[src/rtl/filterbank_pkg.sv]
// filterbank_pkg: shared sizes, scheduler state type and output saturation.
package filterbank_pkg;

   localparam int FILTERS  = 9;
   localparam int SECTIONS = 2;
   localparam int BAND_W   = $clog2(FILTERS);
   localparam int SEC_W    = (SECTIONS > 1) ? $clog2(SECTIONS) : 1;
   localparam int ACC_W    = 32 + $clog2(FILTERS) + 1;

   typedef enum logic [1:0] {
      IDLE,
      ISSUE,
      WAIT,
      DONE
   } sched_state_t;

   localparam logic signed [ACC_W-1:0] ACC_MAX =
      {{(ACC_W-32){1'b0}}, 32'h7fff_ffff};
   localparam logic signed [ACC_W-1:0] ACC_MIN =
      {{(ACC_W-32){1'b1}}, 32'h8000_0000};

   function automatic logic signed [31:0] sat32(
      input logic signed [ACC_W-1:0] acc
   );
      if (acc > ACC_MAX)
         return 32'sh7fff_ffff;
      else if (acc < ACC_MIN)
         return 32'sh8000_0000;
      else
         return acc[31:0];
   endfunction

endpackage

[src/rtl/filterbank_scheduler_if.sv]
// filterbank_scheduler_if: request/result bus to the shared biquad MAC.
interface filterbank_scheduler_if;
   import filterbank_pkg::*;

   logic               mac_req_out;
   logic [BAND_W-1:0]  mac_band_out;
   logic [SEC_W-1:0]   mac_section_out;
   logic signed [31:0] mac_sample_out;
   logic               mac_ready_in;
   logic               mac_valid_in;
   logic signed [31:0] mac_result_in;

   modport master (
      output mac_req_out,
      output mac_band_out,
      output mac_section_out,
      output mac_sample_out,
      input  mac_ready_in,
      input  mac_valid_in,
      input  mac_result_in
   );

   modport slave (
      input  mac_req_out,
      input  mac_band_out,
      input  mac_section_out,
      input  mac_sample_out,
      output mac_ready_in,
      output mac_valid_in,
      output mac_result_in
   );

endinterface

[src/rtl/sample_slot.sv]
// sample_slot: one-entry input holding buffer with sticky drop flag.
module sample_slot (
   input  logic               clk_in,
   input  logic               rst_in,
   input  logic               push,
   input  logic signed [31:0] data,
   input  logic               pop,
   output logic               full,
   output logic signed [31:0] q,
   output logic               ready,
   output logic               overflow
);

   assign ready = !full || pop;

   always_ff @(posedge clk_in or negedge rst_in) begin
      if (!rst_in) begin
         full     <= 1'b0;
         q        <= '0;
         overflow <= 1'b0;
      end else begin
         if (push && ready) begin
            full <= 1'b1;
            q    <= data;
         end else if (pop) begin
            full <= 1'b0;
         end
         if (push && !ready)
            overflow <= 1'b1;
      end
   end

endmodule

[src/rtl/filterbank_scheduler.sv]
// filterbank_scheduler: shares one biquad MAC across all bands and sections,
// summing band outputs into one saturated sample.
module filterbank_scheduler
   import filterbank_pkg::*;
(
   input  logic                   clk_in,
   input  logic                   rst_in,
   input  logic                   valid_in,
   input  logic signed [31:0]     sample_in,
   output logic                   ready_out,
   filterbank_scheduler_if.master mac,
   output logic signed [31:0]     sample_out,
   output logic                   valid_out,
   output logic                   busy_out,
   output logic                   overflow_out,
   output logic                   protocol_err_out
);

   sched_state_t state, state_n;

   logic [BAND_W-1:0]        band, band_n;
   logic [SEC_W-1:0]         sec, sec_n;
   logic signed [ACC_W-1:0]  acc, acc_n;
   logic signed [31:0]       x_hold, x_hold_n;
   logic signed [31:0]       x_cur, x_cur_n;
   logic signed [31:0]       out_q, out_n;
   logic                     valid_q, valid_n;
   logic                     perr, perr_n;
   logic                     grace, grace_n;
   logic                     req;
   logic                     load;
   logic                     full;
   logic signed [31:0]       slot_q;

   sample_slot u_slot (
      .clk_in   (clk_in),
      .rst_in   (rst_in),
      .push     (valid_in),
      .data     (sample_in),
      .pop      (load),
      .full     (full),
      .q        (slot_q),
      .ready    (ready_out),
      .overflow (overflow_out)
   );

   assign load = full && (state == IDLE || state == DONE);

   always_ff @(posedge clk_in or negedge rst_in) begin
      if (!rst_in) begin
         state   <= IDLE;
         band    <= '0;
         sec     <= '0;
         acc     <= '0;
         x_hold  <= '0;
         x_cur   <= '0;
         out_q   <= '0;
         valid_q <= 1'b0;
         perr    <= 1'b0;
         grace   <= 1'b1;
      end else begin
         state   <= state_n;
         band    <= band_n;
         sec     <= sec_n;
         acc     <= acc_n;
         x_hold  <= x_hold_n;
         x_cur   <= x_cur_n;
         out_q   <= out_n;
         valid_q <= valid_n;
         perr    <= perr_n;
         grace   <= grace_n;
      end
   end

   always_comb begin
      state_n  = state;
      band_n   = band;
      sec_n    = sec;
      acc_n    = acc;
      x_hold_n = x_hold;
      x_cur_n  = x_cur;
      out_n    = out_q;
      valid_n  = 1'b0;
      perr_n   = perr;
      grace_n  = grace;
      req      = 1'b0;

      // A result still in flight from an aborted sample is
      // absorbed once after reset, until a new request is taken.
      if (mac.mac_valid_in && state != WAIT) begin
         if (grace)
            grace_n = 1'b0;
         else
            perr_n = 1'b1;
      end

      unique case (state)
         IDLE: ;
         ISSUE: begin
            req = 1'b1;
            if (mac.mac_ready_in) begin
               state_n = WAIT;
               grace_n = 1'b0;
            end
         end
         WAIT: begin
            if (mac.mac_valid_in) begin
               if (sec != SEC_W'(SECTIONS - 1)) begin
                  x_cur_n = mac.mac_result_in;
                  sec_n   = sec + SEC_W'(1);
                  state_n = ISSUE;
               end else begin
                  acc_n = acc + {{(ACC_W-32){mac.mac_result_in[31]}},
                                 mac.mac_result_in};
                  if (band == BAND_W'(FILTERS - 1)) begin
                     state_n = DONE;
                  end else begin
                     band_n  = band + BAND_W'(1);
                     sec_n   = '0;
                     x_cur_n = x_hold;
                     state_n = ISSUE;
                  end
               end
            end
         end
         DONE: begin
            out_n   = sat32(acc);
            valid_n = 1'b1;
            state_n = IDLE;
         end
         default: state_n = IDLE;
      endcase

      if (load) begin
         x_hold_n = slot_q;
         x_cur_n  = slot_q;
         band_n   = '0;
         sec_n    = '0;
         acc_n    = '0;
         state_n  = ISSUE;
      end
   end

   assign mac.mac_req_out     = req;
   assign mac.mac_band_out    = band;
   assign mac.mac_section_out = sec;
   assign mac.mac_sample_out  = x_cur;

   assign sample_out       = out_q;
   assign valid_out        = valid_q;
   assign busy_out         = (state != IDLE);
   assign protocol_err_out = perr;

endmodule

[src/flat_wrapper.sv]
// flat-port wrapper written by rule: the top's interface ports become plain ports
module filterbank_scheduler_flat import filterbank_pkg::*;
  (clk_in, rst_in, valid_in, sample_in, ready_out, sample_out, valid_out, busy_out, overflow_out, protocol_err_out, mac_mac_req_out, mac_mac_band_out, mac_mac_section_out, mac_mac_sample_out, mac_mac_ready_in, mac_mac_valid_in, mac_mac_result_in);
  filterbank_scheduler_if mac_i ();
  input  logic clk_in;
  input  logic rst_in;
  input  logic valid_in;
  input  logic signed [31:0] sample_in;
  output logic ready_out;
  output logic signed [31:0] sample_out;
  output logic valid_out;
  output logic busy_out;
  output logic overflow_out;
  output logic protocol_err_out;
  output wire logic [$bits(mac_i.mac_req_out)-1:0] mac_mac_req_out;
  output wire logic [$bits(mac_i.mac_band_out)-1:0] mac_mac_band_out;
  output wire logic [$bits(mac_i.mac_section_out)-1:0] mac_mac_section_out;
  output wire logic [$bits(mac_i.mac_sample_out)-1:0] mac_mac_sample_out;
  input wire logic [$bits(mac_i.mac_ready_in)-1:0] mac_mac_ready_in;
  input wire logic [$bits(mac_i.mac_valid_in)-1:0] mac_mac_valid_in;
  input wire logic [$bits(mac_i.mac_result_in)-1:0] mac_mac_result_in;
  assign mac_mac_req_out = mac_i.mac_req_out;
  assign mac_mac_band_out = mac_i.mac_band_out;
  assign mac_mac_section_out = mac_i.mac_section_out;
  assign mac_mac_sample_out = mac_i.mac_sample_out;
  assign mac_i.mac_ready_in = mac_mac_ready_in;
  assign mac_i.mac_valid_in = mac_mac_valid_in;
  assign mac_i.mac_result_in = mac_mac_result_in;
  filterbank_scheduler u_core (.clk_in(clk_in), .rst_in(rst_in), .valid_in(valid_in), .sample_in(sample_in), .ready_out(ready_out), .mac(mac_i), .sample_out(sample_out), .valid_out(valid_out), .busy_out(busy_out), .overflow_out(overflow_out), .protocol_err_out(protocol_err_out));
endmodule
[config.mk]
export PLATFORM = sky130hd
export DESIGN_NAME = filterbank_scheduler_flat
export DESIGN_NICKNAME = d
export VERILOG_FILES = /design/src/rtl/filterbank_pkg.sv /design/src/rtl/filterbank_scheduler_if.sv /design/src/rtl/sample_slot.sv /design/src/rtl/filterbank_scheduler.sv /design/src/flat_wrapper.sv
export SDC_FILE = /design/constraint.sdc
export NUM_CORES = 1
export LEC_CHECK = 0
export ABC_AREA = 1
export ABC_CLOCK_PERIOD_IN_PS = 2700
export CAP_MARGIN = 20
export CORE_MARGIN = 1
export CORE_UTILIZATION = 51
export CTS_CLUSTER_SIZE = 20
export DETAILED_ROUTE_END_ITERATION = 12
export PLACE_DENSITY_LB_ADDON = 0.1
export SLEW_MARGIN = 20
export SYNTH_ARGS = -nofsm -noshare
export SYNTH_HDL_FRONTEND = slang
export SYNTH_HIERARCHICAL = 1
export SYNTH_SLANG_ARGS = --single-unit
[constraint.sdc]
create_clock -name clk_in -period 2.7 [get_ports clk_in]
set_clock_uncertainty 0.15 [all_clocks]
set_input_delay 0.405 -clock clk_in [delete_from_list [all_inputs] [get_ports clk_in]]
set_output_delay 0.405 -clock clk_in [all_outputs]
set_load 0.05 [all_outputs]
==> results_dict.tcl, run 1 <==
set metrics [dict create \
    status "finished, final reports clean" \
    grt_max_degree 65 \
    drtIter0Drc 628 \
    synth_seq_cells 177 \
    grt_pass1_vias 8925 \
    nNetsFinal 1633 \
    netlist_area_sq_um 9800 \
    grt_usage 0.303 \
    power.leakage_nw 6.48 \
    setup_viol 0 \
    die_area_sq_um 19800 \
    grt_use_met1 0.405 \
    drv_slew 0 \
    use_met2 0.504 \
    cap_violations 0 \
    mostFrequentLayoutCells "490 x nand2_1, 176 x dfrtp_1, 140 x clkdlybuf4s50_1, 131 x nor2_1, 105 x inv_1" \
    path_class "reg2out" \
    internal_power_w 0.00907 \
    finalInstanceArea_sq_um 12600 \
    firstDrtPassIters 5 \
    dpl.hpwl_microns 21500 \
    pwr-share-seq 0.258 \
    crit_chain "inv_1, ha_1, clkdlybuf4s50_1" \
    synth_cell_types 39 \
    cts_made_buffers 17 \
    p_sw_frac 0.505 \
    fmax_ghz 0.390 \
    avgSynthCellArea_sq_um 7.41 \
    async_reset_ff_frac 1.00 \
    coreArea_sq_um 18800 \
    clockRootBuffer "clkbuf_16" \
    num_rows 50 \
    postRouteAntennaNets 0 \
    final_hold_viol_count 0 \
    syn2layout_area_growth_pct 28.5 \
    ys_warn_count 6 \
    gr-max-usage-layer "met2" \
    grt-ovfl-total 0 \
    gp_congestion 1.01 \
    wl_microns 28700 \
    cts_tree "yes" \
    io_buffers 143 \
    cts_htree_levels 4 \
    reg2reg_slack_ns 0.31 \
    clkPwrFrac 0.139 \
    final_common_cell "nand2_1" \
    max-slew-margin-rel 0.601 \
    min_path_type "reg2reg" \
    post-route-period-util 0.950 \
    cts_max_path_buffers 2 \
    vias_per_cell 5.29 \
    p_comb_frac 0.604 \
    start_util 0.522 \
    antenna_found_initial 0 \
    fin_hold_ws_ns 0.326 \
    grt_use_met3 0.0496 \
    synth_cells 1322 \
    synth_nets 1434 \
    grt_pass1_wl_microns 46100 \
    ir_drop_mv 0.935 \
    dp_slack_ns -0.138 \
    diodes 0 \
    worstMarginPinSlew_ns 0.598 \
    worstPathArrival_ns 2.01 \
    clk_pin_slew_ns 0.08 \
    cts.sinks 177 \
    start_kind "flop" \
    placed_cells 1735 \
    seq_area_frac_synth 0.452 \
    vias 9359 \
    fin_cells 1768 \
    p_sw_w 0.00924 \
    die_w_microns 141 \
    cpPeakStageDelay_ns 0.88 \
    synth-edff-count 0 \
    end_kind "primary output" \
    clk_latency_ns 0.43 \
    die_h_microns 141 \
    tns_ns 0 \
    cp_top_family "buffers and inverters" \
    power_density_nw_per_um2 1450 \
    path_buf_inv 2 \
    fin_ws_ns 0.135 \
    rsz0062_at_grt "no" \
    io_pins 144 \
    wl_per_cell_microns 16.2 \
    drc 0 \
    dpl_cell_area_sq_um 12000 \
    cp_max_fo 3 \
    fin_crit_ns 2.57 \
    ys.flop_type "dfrtp_1" \
    crit_slowest_cell "clkdlybuf4s50_1" \
    worstPathRequired_ns 2.14 \
    drive_gt1_frac 0.0978 \
]
[cell usage after synthesis (2+ instances only)]
| cell type | instances | area (sq um) |
|---|---|---|
| nand3b_1 | 4 | 30.0 |
| ha_1 | 42 | 526 |
| a31oi_1 | 33 | 206 |
| a22o_1 | 2 | 17.5 |
| xnor2_1 | 6 | 52.6 |
| nor3_1 | 10 | 50.1 |
| nand2_1 | 490 | 1840 |
| o21ai_0 | 59 | 295 |
| inv_1 | 105 | 394 |
| buf_4 | 10 | 75.1 |
| nand2_2 | 13 | 81.3 |
| buf_2 | 15 | 75.1 |
| o21a_1 | 2 | 15.0 |
| dfrtp_1 | 176 | 4400 |
| nand4_1 | 2 | 12.5 |
| inv_2 | 7 | 26.3 |
| o31ai_1 | 5 | 37.5 |
| nor2_1 | 131 | 492 |
| clkbuf_1 | 18 | 67.6 |
| buf_6 | 2 | 22.5 |
| nand3_1 | 87 | 435 |
| nand2_4 | 3 | 33.8 |
| or2_2 | 3 | 18.8 |
| a21o_1 | 2 | 15.0 |
| xor2_1 | 3 | 26.3 |
| a21oi_1 | 74 | 370 |
| o21bai_1 | 6 | 45.0 |
[per-layer routing]
| layer | vias to the layer above | part of all wire |
|---|---|---|
| met2 | 265 | 0.47 |
| met3 | 34 | 0.049 |
| li1 | 4645 | - |
| met5 | - | 0 |
| met4 | 0 | 0.023 |
| met1 | 4415 | 0.45 |
[worst paths after layout]
path                                      from                          to  cells past startpoint
max                            u_core/state[1]             mac_mac_req_out                      3
min                        u_core/u_slot/q[23]         u_core/u_slot/q[23]                      2
min reg2reg                u_core/u_slot/q[23]         u_core/u_slot/q[23]                      2
max reg2reg                      u_core/acc[0]              u_core/acc[32]                     10
min in group asynchronous               rst_in          u_core/u_slot/q[7]                      2
max in group asynchronous               rst_in  u_core/mac.mac_band_out[2]                      3
[cells by family after synthesis]
kind of cell,Yosys count,share of synthesized area
flops,177,0.452
buf+inv,159,0.0693
simple gates,746,0.308
fa+ha+maj,43,0.0557
compound gates,188,0.107
xor+xnor,9,0.00804
[layout make-up]
| class | instances | area (sq um) |
|---|---|---|
| clock inverters | 15 | 184 |
| clock buffers | 17 | 425 |
| fillers | 1639 | 6170 |
| repair buffers | 227 | 2120 |
| multi-input cells | 986 | 4720 |
| well taps | 234 | 293 |
| flip-flops and latches | 177 | 4430 |
| inverters | 112 | 425 |
[power by group through the flow]
| stage | clock [W] | combinational [W] | sequential, W |
|---|---|---|---|
| after floorplan | 0 | 0.00584 | 0.00625 |
| after global placement | 0 | 0.0107 | 0.00472 |
| after detailed placement | 0 | 0.0109 | 0.00474 |
| after CTS | 0.00259 | 0.0110 | 0.00471 |
| after global routing | 0.00269 | 0.0121 | 0.00483 |
| final | 0.00254 | 0.0111 | 0.00472 |
[repair_timing]
action,4_1_cts,5_1_grt
endpoints found under the setup margin,1,1
endpoints found under the hold margin,58,0
gates resized for setup,1,2
hold buffers,1,0
pin swaps,0,0
setup buffers,0,0
[metrics by stage]
| stage | utilization | total power, W |
|---|---|---|
| 2_1_floorplan | - | 0.0121 |
| 3_3_place_gp | 0.638 | 0.0154 |
| 3_5_place_dp | 0.638 | 0.0156 |
| 4_1_cts | 0.671 | 0.0183 |
| 5_1_grt | 0.671 | 0.0197 |
| 6_report | 0.671 | 0.0183 |
[registers in the layout, indices dropped and copies added (netlist names)]
name	count
u_core/acc	37
u_core/mac.mac_sample_out	32
u_core/sample_out	32
u_core/u_slot/q	32
u_core/x_hold	32
u_core/mac.mac_band_out	4
u_core/state	2
u_core/grace	1
u_core/mac.mac_section_out	1
u_core/protocol_err_out	1
u_core/u_slot/full	1
u_core/u_slot/overflow	1
u_core/valid_out	1
[worst reg2reg max path: stages (launching register included)]
cell,delay [ns]
dfrtp_1,0.41
ha_1,0.22
fa_1,0.40
nand3_1,0.09
nand3_1,0.17
a21oi_1,0.33
o21ai_1,0.20
nand2_1,0.11
nand3_1,0.07
nand3_1,0.09
nand2_1,0.05
Power figures use the tool's default switching activity.
==> run 2: changes to the inputs <==
--- a/config.mk
+++ b/config.mk
@@ -13,6 +13,7 @@
 export CTS_CLUSTER_SIZE = 20
 export DETAILED_ROUTE_END_ITERATION = 12
 export PLACE_DENSITY_LB_ADDON = 0.1
+export SETUP_SLACK_MARGIN = 0.1
 export SLEW_MARGIN = 20
 export SYNTH_ARGS = -nofsm -noshare
 export SYNTH_HDL_FRONTEND = slang
==> run 2 against run 1 <==
  * Hold slack about the same
  * Routed wire length down 0.41%
  * Global-route usage about the same
  * Critical endpoint is now ready_out
==> results_dict.tcl, run 2 (synthesized netlist as in run 1, its figures left out) <==
set metrics [dict create \
    diodes 0 \
    fin_hold_ws_ns 0.326 \
    p_comb_frac 0.604 \
    coreArea_sq_um 18800 \
    holdPathStages 2 \
    cts_tree "yes" \
    drtIter0Drc 558 \
    max-slew-margin-rel 0.583 \
    path_class "reg2out" \
    pwr-share-seq 0.258 \
    wl_microns 28500 \
    antenna_found_initial 0 \
    final_util 0.672 \
    placed_cells 1735 \
    largest-register "u_core/acc" \
    rsz0062_at_grt "no" \
    cp_max_fo 16 \
    clk_latency_ns 0.43 \
    die_area_sq_um 19800 \
    power_density_nw_per_um2 1450 \
    start_util 0.522 \
    final_hold_viol_count 0 \
    hp-start "u_core/u_slot/q[23]" \
    drive_gt1_frac 0.0984 \
    die_w_microns 141 \
    worstPathArrival_ns 1.92 \
    fillers 1640 \
    min_path_type "reg2reg" \
    p_sw_frac 0.503 \
    syn2layout_area_growth_pct 28.7 \
    clk_pin_slew_ns 0.08 \
    dpl.hpwl_microns 21500 \
    seq_area_sq_um 4430 \
    dpl_cell_area_sq_um 12000 \
    cts_htree_levels 4 \
    drv_slew 0 \
    reg2reg_slack_ns 0.31 \
    internal_power_w 0.00909 \
    cts_made_buffers 17 \
    mostFrequentLayoutCells "490 x nand2_1, 176 x dfrtp_1, 138 x clkdlybuf4s50_1, 131 x nor2_1, 105 x inv_1" \
    end_kind "primary output" \
    post-route-period-util 0.916 \
    fmax_ghz 0.404 \
    cap_violations 0 \
    p_sw_w 0.00921 \
    final_common_cell "nand2_1" \
    power.leakage_nw 6.50 \
    io_buffers 143 \
    timing.rr.end "u_core/acc[32]" \
    finalInstanceArea_sq_um 12600 \
    wl_per_cell_microns 16.1 \
    whs_endpoint "u_core/u_slot/q[23]" \
    largest_reg_flops 37 \
    clkPwrFrac 0.138 \
    fin_cells 1769 \
    grt_max_degree 65 \
    io_pins 144 \
    grt_pass1_vias 8923 \
    worstPathRequired_ns 2.14 \
    cts.sinks 177 \
    cts_max_path_buffers 2 \
    die_h_microns 141 \
    firstDrtPassIters 5 \
    rr_worst_depth 10 \
    fin_crit_ns 2.47 \
    postRouteAntennaNets 0 \
    drc 0 \
    vias 9324 \
    num_rows 50 \
    clockRootBuffer "clkbuf_16" \
    ir_drop_mv 0.968 \
    start_kind "flop" \
    nNetsFinal 1634 \
    gp_congestion 1.01 \
    grt-ovfl-total 0 \
    worstMarginPinSlew_ns 0.626 \
    vias_per_cell 5.27 \
    setup_viol 0 \
    fin_ws_ns 0.226 \
    multi_input_area_sq_um 4720 \
    status "finished, final reports clean" \
    grt_usage 0.303 \
    r2r-start "u_core/acc[0]" \
    dp_slack_ns -0.138 \
    grt_pass1_wl_microns 46100 \
]
## run 2: worst max-delay path, cell delays in order, from the launching register on
cell and delay [ns]:
dfrtp_1 0.40, inv_1 0.08, ha_1 0.32, inv_2 0.04
nand2_2 0.17, clkinv_4 0.10, inv_2 0.10, nand2_8 0.10
buf_12 0.18
## run 2: layout make-up
class / count / share of cell area
inverters: 112 / 0.0337
clock buffers: 17 / 0.0337
repair buffers: 228 / 0.169
well taps: 234 / 0.0232
multi-input cells: 986 / 0.374
flip-flops and latches: 177 / 0.351
clock inverters: 15 / 0.0146
## run 2: worst max-delay path by stage
stage	from	end	slack (ns)	cells after the start
2_1_floorplan	u_core/state[0]	ready_out	0.34	10
3_3_place_gp	mac_mac_result_in[0]	u_core/acc[24]	-0.13	11
3_5_place_dp	mac_mac_result_in[0]	u_core/acc[32]	-0.14	11
4_1_cts	u_core/state[0]	busy_out	0.12	4
5_1_grt	u_core/state[0]	ready_out	0.10	8
6_report	u_core/state[0]	ready_out	0.23	8
## run 2: power groups by stage
stage	sequential, W	clock [W]	combinational (W)
floorplan	0.00625	0	0.00584
global placement	0.00472	0	0.0107
detailed placement	0.00474	0	0.0109
CTS	0.00471	0.00259	0.0110
global route	0.00483	0.00269	0.0121
finish	0.00471	0.00253	0.0110
## run 2: metrics by stage
| stage | setup TNS [ns] | total power [W] |
|---|---|---|
| final | 0 | 0.0183 |
| after global routing | 0 | 0.0197 |
| after CTS | 0 | 0.0183 |
| after detailed placement | -1.09 | 0.0156 |
| after global placement | -0.880 | 0.0154 |
| after floorplan | 0 | 0.0121 |
## run 2: routing by layer
| metal | GRT usage | share of wire |
|---|---|---|
| met1 | 0.405 | 0.45 |
| met2 | 0.504 | 0.48 |
| met3 | 0.0496 | 0.050 |
| met4 | 0.0967 | 0.022 |
| met5 | 0 | 0 |
## run 2: timing repair
| item | CTS | global route |
|---|---|---|
| gates resized for setup | 3 | 3 |
| endpoints found under the hold margin | 58 | 0 |
| setup endpoints to repair | 1 | 3 |
| buffers inserted | 0 | 1 |
| pin swaps | 0 | 0 |
| hold buffers | 1 | 0 |
==> run 3: changes to the inputs <==
--- a/config.mk
+++ b/config.mk
@@ -14,6 +14,7 @@
 export DETAILED_ROUTE_END_ITERATION = 12
 export PLACE_DENSITY_LB_ADDON = 0.1
 export SETUP_SLACK_MARGIN = 0.1
+export SKIP_LAST_GASP = 1
 export SLEW_MARGIN = 20
 export SYNTH_ARGS = -nofsm -noshare
 export SYNTH_HDL_FRONTEND = slang
==> results of run 3 <==
The final DEF is identical to that of run 2; final timing and power are the same.
